**src/rtl/snd_memreader.sv**
```systemverilog
// Sound sample fetcher: AXI4 read bursts from DDR into the sample FIFO.
// Optional SND_MEMRD_4K_EN splits bursts at 4 KB boundaries.
module snd_memreader #(
  parameter int BURST_LEN  = 16,
  parameter int FIFO_DEPTH = 1024
) (
  input  logic        ACLK,
  input  logic        ARST,
  input  logic [1:0]  COMMAND,
  input  logic        LOOP,
  input  logic [31:0] BASEADDR,
  input  logic [28:0] DATASIZE,
  input  logic [10:0] FIFOWRCNT,
  output logic        FIFOWR,
  output logic [31:0] FIFODIN,
  output logic [31:0] ARADDR,
  output logic [7:0]  ARLEN,
  output logic        ARVALID,
  input  logic        ARREADY,
  input  logic [31:0] RDATA,
  input  logic [1:0]  RRESP,
  input  logic        RLAST,
  input  logic        RVALID,
  output logic        RREADY,
  output logic        BUSY,
  output logic        RDERR
);

  localparam logic [8:0]  BL = 9'(BURST_LEN);
  localparam logic [11:0] FD = 12'(FIFO_DEPTH);

  typedef enum logic [2:0] {
    S_IDLE,
    S_SPACE,
    S_ADDR,
    S_DATA,
    S_SET1,
    S_SET2,
    S_PAUSE
  } state_t;

  state_t      state_q, state_d;
  logic [28:0] wcnt_q, wcnt_d;
  logic [31:0] araddr_q, araddr_d;
  logic [7:0]  arlen_q, arlen_d;
  logic        rderr_q, rderr_d;
  logic        pstop_q, pstop_d;
  logic        ppause_q, ppause_d;
  logic        fifowr_q, fifowr_d;
  logic [31:0] fifodin_q, fifodin_d;

  logic        cmd_play;
  logic        cmd_pause;
  logic        cmd_stop;
  logic        eod;
  logic [28:0] rem;
  logic [31:0] nxt_addr;
  logic [8:0]  len_c;
  logic [11:0] free;
  logic        fifo_ok;

  assign cmd_play  = (COMMAND == 2'b01);
  assign cmd_pause = (COMMAND == 2'b10);
  assign cmd_stop  = (COMMAND == 2'b11);

  // WORDCNT past DATASIZE (size shrunk mid-play) counts as end-of-data
  assign eod      = (wcnt_q >= DATASIZE);
  assign rem      = eod ? '0 : DATASIZE - wcnt_q;
  assign nxt_addr = BASEADDR + {1'b0, wcnt_q, 2'b00};

`ifdef SND_MEMRD_4K_EN
  logic [12:0] room;
  logic [10:0] lim;
  assign room = 13'd4096 - {1'b0, nxt_addr[11:0]};
  assign lim  = room[12:2];
`endif

  always_comb begin
    len_c = BL;
    if (rem < 29'(BURST_LEN))
      len_c = rem[8:0];
`ifdef SND_MEMRD_4K_EN
    if ({2'b00, len_c} > lim)
      len_c = lim[8:0];
`endif
  end

  assign free    = FD - {1'b0, FIFOWRCNT};
  assign fifo_ok = ({1'b0, FIFOWRCNT} <= FD) &&
                   (free >= {3'b000, len_c});

  always_ff @(posedge ACLK or posedge ARST) begin
    if (ARST) begin
      state_q   <= S_IDLE;
      wcnt_q    <= '0;
      araddr_q  <= '0;
      arlen_q   <= '0;
      rderr_q   <= 1'b0;
      pstop_q   <= 1'b0;
      ppause_q  <= 1'b0;
      fifowr_q  <= 1'b0;
      fifodin_q <= '0;
    end else begin
      state_q   <= state_d;
      wcnt_q    <= wcnt_d;
      araddr_q  <= araddr_d;
      arlen_q   <= arlen_d;
      rderr_q   <= rderr_d;
      pstop_q   <= pstop_d;
      ppause_q  <= ppause_d;
      fifowr_q  <= fifowr_d;
      fifodin_q <= fifodin_d;
    end
  end

  always_comb begin
    state_d   = state_q;
    wcnt_d    = wcnt_q;
    araddr_d  = araddr_q;
    arlen_d   = arlen_q;
    rderr_d   = rderr_q;
    pstop_d   = pstop_q;
    ppause_d  = ppause_q;
    fifowr_d  = 1'b0;
    fifodin_d = fifodin_q;
    unique case (state_q)
      S_IDLE: begin
        if (cmd_play && DATASIZE != '0) begin
          state_d = S_SPACE;
          rderr_d = 1'b0;
        end
      end
      S_SPACE: begin
        if (cmd_stop) begin
          state_d = S_IDLE;
          wcnt_d  = '0;
        end else if (cmd_pause) begin
          state_d = S_PAUSE;
        end else if (eod) begin
          wcnt_d = '0;
          if (!LOOP)
            state_d = S_IDLE;
        end else if (fifo_ok) begin
          state_d  = S_ADDR;
          araddr_d = nxt_addr;
          arlen_d  = 8'(len_c - 9'd1);
        end
      end
      S_ADDR: begin
        if (ARREADY)
          state_d = S_DATA;
      end
      S_DATA: begin
        if (cmd_stop)
          pstop_d = 1'b1;
        if (cmd_pause)
          ppause_d = 1'b1;
        if (RVALID) begin
          fifowr_d  = 1'b1;
          fifodin_d = RDATA;
          wcnt_d    = wcnt_q + 29'd1;
          if (RRESP != 2'b00)
            rderr_d = 1'b1;
          if (RLAST)
            state_d = S_SET1;
        end
      end
      S_SET1: begin
        state_d = S_SET2;
      end
      // second settle cycle: FIFOWRCNT now includes the last write
      S_SET2: begin
        pstop_d  = 1'b0;
        ppause_d = 1'b0;
        if (pstop_q) begin
          state_d = S_IDLE;
          wcnt_d  = '0;
        end else if (ppause_q) begin
          state_d = S_PAUSE;
        end else if (eod) begin
          wcnt_d  = '0;
          state_d = LOOP ? S_SPACE : S_IDLE;
        end else begin
          state_d = S_SPACE;
        end
      end
      S_PAUSE: begin
        if (cmd_play) begin
          state_d = S_SPACE;
        end else if (cmd_stop) begin
          state_d = S_IDLE;
          wcnt_d  = '0;
        end
      end
      default: begin
        state_d = S_IDLE;
      end
    endcase
  end

  assign ARVALID = (state_q == S_ADDR);
  assign RREADY  = (state_q == S_DATA);
  assign BUSY    = (state_q != S_IDLE);
  assign ARADDR  = araddr_q;
  assign ARLEN   = arlen_q;
  assign RDERR   = rderr_q;
  assign FIFOWR  = fifowr_q;
  assign FIFODIN = fifodin_q;

endmodule

```
**config.mk**
```make
export PLATFORM = sky130hd
export DESIGN_NAME = snd_memreader
export DESIGN_NICKNAME = d
export VERILOG_FILES = /design/src/rtl/snd_memreader.sv
export SDC_FILE = /design/constraint.sdc
export NUM_CORES = 1
export LEC_CHECK = 0
export ABC_CLOCK_PERIOD_IN_PS = 16630
export CAP_MARGIN = 10
export CORE_AREA = 2 2 141 143
export CTS_BUF_LIST = sky130_fd_sc_hd__clkbuf_8
export DETAILED_ROUTE_END_ITERATION = 6
export DIE_AREA = 0 0 143 145
export PLACE_DENSITY = 0.71
export SYNTH_ARGS = -nofsm -noshare
export SYNTH_HDL_FRONTEND = slang
export SYNTH_SLANG_ARGS = --single-unit
```
**constraint.sdc**
```tcl
create_clock -name ACLK -period 16.63 [get_ports ACLK]
set_clock_uncertainty 0.15 [all_clocks]
set_input_delay 4.1575 -clock ACLK [delete_from_list [all_inputs] [get_ports ACLK]]
set_output_delay 4.1575 -clock ACLK [all_outputs]
set_load 0.02 [all_outputs]
```
==> impl_metrics.tcl <==
set metrics [dict create \
    synth-main-ff-cell "sky130_fd_sc_hd__dfrtp_1" \
    antenna_cells_inserted 0 \
    p_leak_uw 0.00476 \
    synthArstFlopShare_pct 100 \
    cts.root.buffer_cell "sky130_fd_sc_hd__clkbuf_8" \
    critical_path_class "in -> reg" \
    critical_path.n_buffers_inverters 3 \
    slew_viol_final 0 \
    fp-row-count 51 \
    post-route-period-util_pct 63.7 \
    post_cts_resized 0 \
    clock_transition_at_the_register_clock_pins_on_the_worst_setup_and_hold_paths_after_cts_ps 130 \
    buffer_ports.inserted 190 \
    worstReg2RegStart "wcnt_q[12]" \
    crit_start "DATASIZE[3]" \
    net-switching-power_uw 460 \
    detail_route.wirelength_um 23900 \
    synth_top_cell_area_share_pct 32.0 \
    peakVddDrop_v 0.0000493 \
    cts_tree "yes" \
    min_delay_path_depth 2 \
    fin_area_um2 10800 \
    setup_tns_final_ps 0 \
    die-height_um 145 \
    first_global_vias 7497 \
    maximum_fanout_count_along_the_critical_path 73 \
    grt_pass1_wl_um 38300 \
    dp.cells 1500 \
    grt_overflow 0 \
    grt_setup_unrepaired "no" \
    ff2ff_path_depth 25 \
    ff2ff_setup_slack_ps 9680 \
    hold_violations_final 0 \
    critical_path_required_ps 16780 \
    grt_antenna_before_repair 0 \
    power.share.sequential_pct 36.4 \
    grt_max_degree 74 \
    critical_path_end_type "flip-flop" \
    setup.worst_path.start_class "primary input" \
    ys_ff_latch 108 \
    yosys_warnings 0 \
    synth.distinct_cells 77 \
    worstHoldPathType "reg -> reg" \
    instances_no_fill 1516 \
    fraction_of_the_yosys_area_taken_by_sequential_cells_pct 32.0 \
    power.clock.fraction_pct 15.2 \
    drtPass1Iterations 6 \
    num_io_pins 191 \
    power_switching_share_pct 41.1 \
    outcome "finished, final reports clean" \
    p_per_area_nw_per_um2 104 \
    synthTopCellsByArea "sky130_fd_sc_hd__dfrtp_1 (32%), sky130_fd_sc_hd__ha_1 (10%), sky130_fd_sc_hd__nand2_1 (9.0%), sky130_fd_sc_hd__o21ai_0 (7.3%), sky130_fd_sc_hd__nor2_1 (3.4%)" \
    synth_area_um2 8450 \
    vias 8326 \
    numCtsBuffers 9 \
    place.detailed.hpwl_um 18700 \
    via_cell_ratio 5.49 \
    number_of_clock_sinks_seen_by_cts 108 \
    worst-slew-pin-transition_ps 1090 \
    drtIter0Drc 458 \
    critPathCapture "ARLEN[2]" \
    clock.fmax_mhz 94.4 \
    globalRouteTotalUtil_pct 22.8 \
    holdBufCountCts 0 \
    combinationalPowerShare_pct 48.4 \
    clk_path_buf_depth 2 \
    place_area_um2 10600 \
    cp_data_arrival_time_ps 10750 \
    fin_crit_ps 10600 \
    count_of_endpoints_failing_setup_in_the_final_report 0 \
    antenna_left 0 \
    drc 0 \
    dieArea_um2 20700 \
    area_growth_syn_to_layout_pct 27.5 \
    post_cts.repair.setup_buffers 0 \
    placer_s_final_routability_congestion_estimate 0.958 \
    core_region_area_um2 19200 \
    syn-mean-instance-area_um2 7.82 \
    initial_core_util_pct 44.0 \
    clock_insertion_delay_worst_skew_ps 420 \
    nNetsFinal 1432 \
    synthDominantAreaCellType "sky130_fd_sc_hd__dfrtp_1" \
    critical_path_cell_count 25 \
    wire_per_inst_um 15.8 \
    synth_edf_count 0 \
    layout-drive-gt1-share_pct 3.12 \
    worst_rel_slew_slack_pct 27.5 \
    syn_inst 1081 \
    ctsHtreeMaxLevel 3 \
    cp_top_family "simple AND/OR/NAND/NOR gates" \
    internal_power_uw 660 \
    cp_slowest_stage_delay_ps 900 \
    chipWidth_um 143 \
    rr_endpoint "ARLEN[2]" \
    max_cap_violations 0 \
    slowest_stage "sky130_fd_sc_hd__or3_2" \
]
worst min-delay path by stage:
stage / start / endpoint / slack (ps)
after floorplan: wcnt_q[28] / wcnt_q[28] / 320
after global placement: FIFODIN[16] / FIFODIN[16] / 310
after detailed placement: FIFODIN[0] / FIFODIN[0] / 310
after CTS: ARLEN[7] / ARLEN[7] / 340
after global routing: FIFODIN[6] / FIFODIN[6] / 350
final: FIFODIN[26] / FIFODIN[26] / 330
Yosys cell counts, types with 3 or more instances:
cell type                   count
sky130_fd_sc_hd__mux2i_1        5
sky130_fd_sc_hd__dfrtp_1      108
sky130_fd_sc_hd__o2111ai_1      3
sky130_fd_sc_hd__xnor2_1       21
sky130_fd_sc_hd__or3_2          3
sky130_fd_sc_hd__ha_1          70
sky130_fd_sc_hd__a21oi_1       49
sky130_fd_sc_hd__xor2_1        16
sky130_fd_sc_hd__nor3_1        24
sky130_fd_sc_hd__o21a_1        11
sky130_fd_sc_hd__nor4b_1        3
sky130_fd_sc_hd__and2_1         6
sky130_fd_sc_hd__clkbuf_1      39
sky130_fd_sc_hd__inv_1         63
sky130_fd_sc_hd__nor2_1        76
sky130_fd_sc_hd__o21ai_0      124
sky130_fd_sc_hd__a211oi_1       6
sky130_fd_sc_hd__a22o_1         3
sky130_fd_sc_hd__a221oi_1       4
sky130_fd_sc_hd__nor4_1        13
sky130_fd_sc_hd__a31oi_1       11
sky130_fd_sc_hd__nor2b_1       12
sky130_fd_sc_hd__nor3b_1        3
sky130_fd_sc_hd__nand2_1      202
sky130_fd_sc_hd__or3_1         12
sky130_fd_sc_hd__o22ai_1        3
sky130_fd_sc_hd__and3_1        15
sky130_fd_sc_hd__o211ai_1       7
sky130_fd_sc_hd__nand3_1       31
sky130_fd_sc_hd__or4_1          3
sky130_fd_sc_hd__o31a_1         3
sky130_fd_sc_hd__nand2b_1      16
sky130_fd_sc_hd__nand4_1       10
sky130_fd_sc_hd__o311ai_0       3
sky130_fd_sc_hd__a21o_1        18
sky130_fd_sc_hd__a2111oi_0      4
sky130_fd_sc_hd__nand3b_1       3
sky130_fd_sc_hd__o31ai_1       19
sky130_fd_sc_hd__a2bb2oi_1      4
sky130_fd_sc_hd__o41ai_1        4
sky130_fd_sc_hd__o21bai_1       3
stage by stage:
stage | utilization, % | setup WS [ps] | hold WS, ps | power, µW
floorplan | - | 7360 | 321 | 700
global placement | 55.0 | 5850 | 305 | 951
detailed placement | 55.0 | 5630 | 311 | 959
CTS | 56.1 | 6070 | 338 | 1130
global route | 56.1 | 5400 | 347 | 1200
finish | 56.1 | 6030 | 331 | 1120
cell type report:
type | count | area [µm²]
fillers | 1790 | 8430
multi-input cells | 870 | 5370
flip-flops and latches | 108 | 2700
repair buffers | 193 | 1920
well taps | 265 | 332
inverters | 64 | 243
clock buffers | 9 | 124
clock inverters | 7 | 83.8
sequential cells by signal, indices dropped and copies added, names as in the netlist:
| name | flops |
|---|---|
| ARADDR | 32 |
| FIFODIN | 32 |
| wcnt_q | 29 |
| ARLEN | 8 |
| state_q | 3 |
| FIFOWR | 1 |
| RDERR | 1 |
| ppause_q | 1 |
| pstop_q | 1 |
worst reg2reg max path, cell delays in order (launching register included):
cell and delay, ps:
sky130_fd_sc_hd__dfrtp_1 490, sky130_fd_sc_hd__inv_1 160, sky130_fd_sc_hd__ha_1 400, sky130_fd_sc_hd__o21ai_0 140, sky130_fd_sc_hd__a221oi_1 610, sky130_fd_sc_hd__a21oi_1 130
sky130_fd_sc_hd__o21ba_2 300, sky130_fd_sc_hd__o21ai_1 150, sky130_fd_sc_hd__o21ai_0 370, sky130_fd_sc_hd__o22ai_1 150, sky130_fd_sc_hd__nor4_2 330, sky130_fd_sc_hd__nand3_2 220
sky130_fd_sc_hd__or3_2 470, sky130_fd_sc_hd__inv_1 80, sky130_fd_sc_hd__ha_1 220, sky130_fd_sc_hd__nand2b_1 140, sky130_fd_sc_hd__a21oi_1 140, sky130_fd_sc_hd__nor2b_1 50
sky130_fd_sc_hd__o21ai_0 150, sky130_fd_sc_hd__a21o_1 150, sky130_fd_sc_hd__a21oi_1 60, sky130_fd_sc_hd__o31ai_1 300, sky130_fd_sc_hd__or3_2 900, sky130_fd_sc_hd__inv_1 370
sky130_fd_sc_hd__nor2_1 180, sky130_fd_sc_hd__a31oi_1 50
placed cells by master, fill, tap and decap left out, types with 4 or more instances in the layout:
cell                              instances
sky130_fd_sc_hd__clkbuf_8                 9
sky130_fd_sc_hd__o211ai_1                 7
sky130_fd_sc_hd__nor2_1                  76
sky130_fd_sc_hd__clkdlybuf4s50_1        190
sky130_fd_sc_hd__xnor2_1                 21
sky130_fd_sc_hd__o21a_1                  11
sky130_fd_sc_hd__nand2b_1                16
sky130_fd_sc_hd__a211oi_1                 6
sky130_fd_sc_hd__a21oi_1                 49
sky130_fd_sc_hd__a31oi_1                 11
sky130_fd_sc_hd__and2_1                   6
sky130_fd_sc_hd__nor4_1                  13
sky130_fd_sc_hd__xor2_1                  16
sky130_fd_sc_hd__a221oi_1                 4
sky130_fd_sc_hd__nand3_1                 31
sky130_fd_sc_hd__mux2i_1                  5
sky130_fd_sc_hd__nor2b_1                 12
sky130_fd_sc_hd__nand2_1                201
sky130_fd_sc_hd__dfrtp_1                108
sky130_fd_sc_hd__a2bb2oi_1                4
sky130_fd_sc_hd__a21o_1                  18
sky130_fd_sc_hd__a2111oi_0                4
sky130_fd_sc_hd__ha_1                    70
sky130_fd_sc_hd__conb_1                   4
sky130_fd_sc_hd__or3_2                    4
sky130_fd_sc_hd__nand4_1                 10
sky130_fd_sc_hd__inv_1                   62
sky130_fd_sc_hd__or3_1                   11
sky130_fd_sc_hd__nor3_1                  24
sky130_fd_sc_hd__and3_1                  15
sky130_fd_sc_hd__o21ai_0                124
sky130_fd_sc_hd__o31ai_1                 19
per-layer routing:
layer	wire length (µm)	part of all wire, %	GRT usage (%)
met5	0	0	0
met4	552	2.3	7.03
met3	1320	5.5	2.81
met2	10600	44	35.4
met1	11400	48	33.2
power groups by stage:
stage                     clock, µW  combinational (µW)  sequential (µW)
after global routing            184                 593              420
after floorplan                   0                 199              500
after global placement            0                 541              411
final                           170                 542              407
after CTS                       173                 547              408
after detailed placement          0                 545              414
cells by family after synthesis:
logic type / Yosys count / synth area share, %
compound gates: 308 / 23.4
xor+xnor: 37 / 3.83
fa+ha+maj: 72 / 10.8
buf+inv: 106 / 4.81
flops: 108 / 32.0
mux: 6 / 0.725
other cells: 1 / 0.0444
simple gates: 443 / 24.4
(Power assumes the default switching activity.)
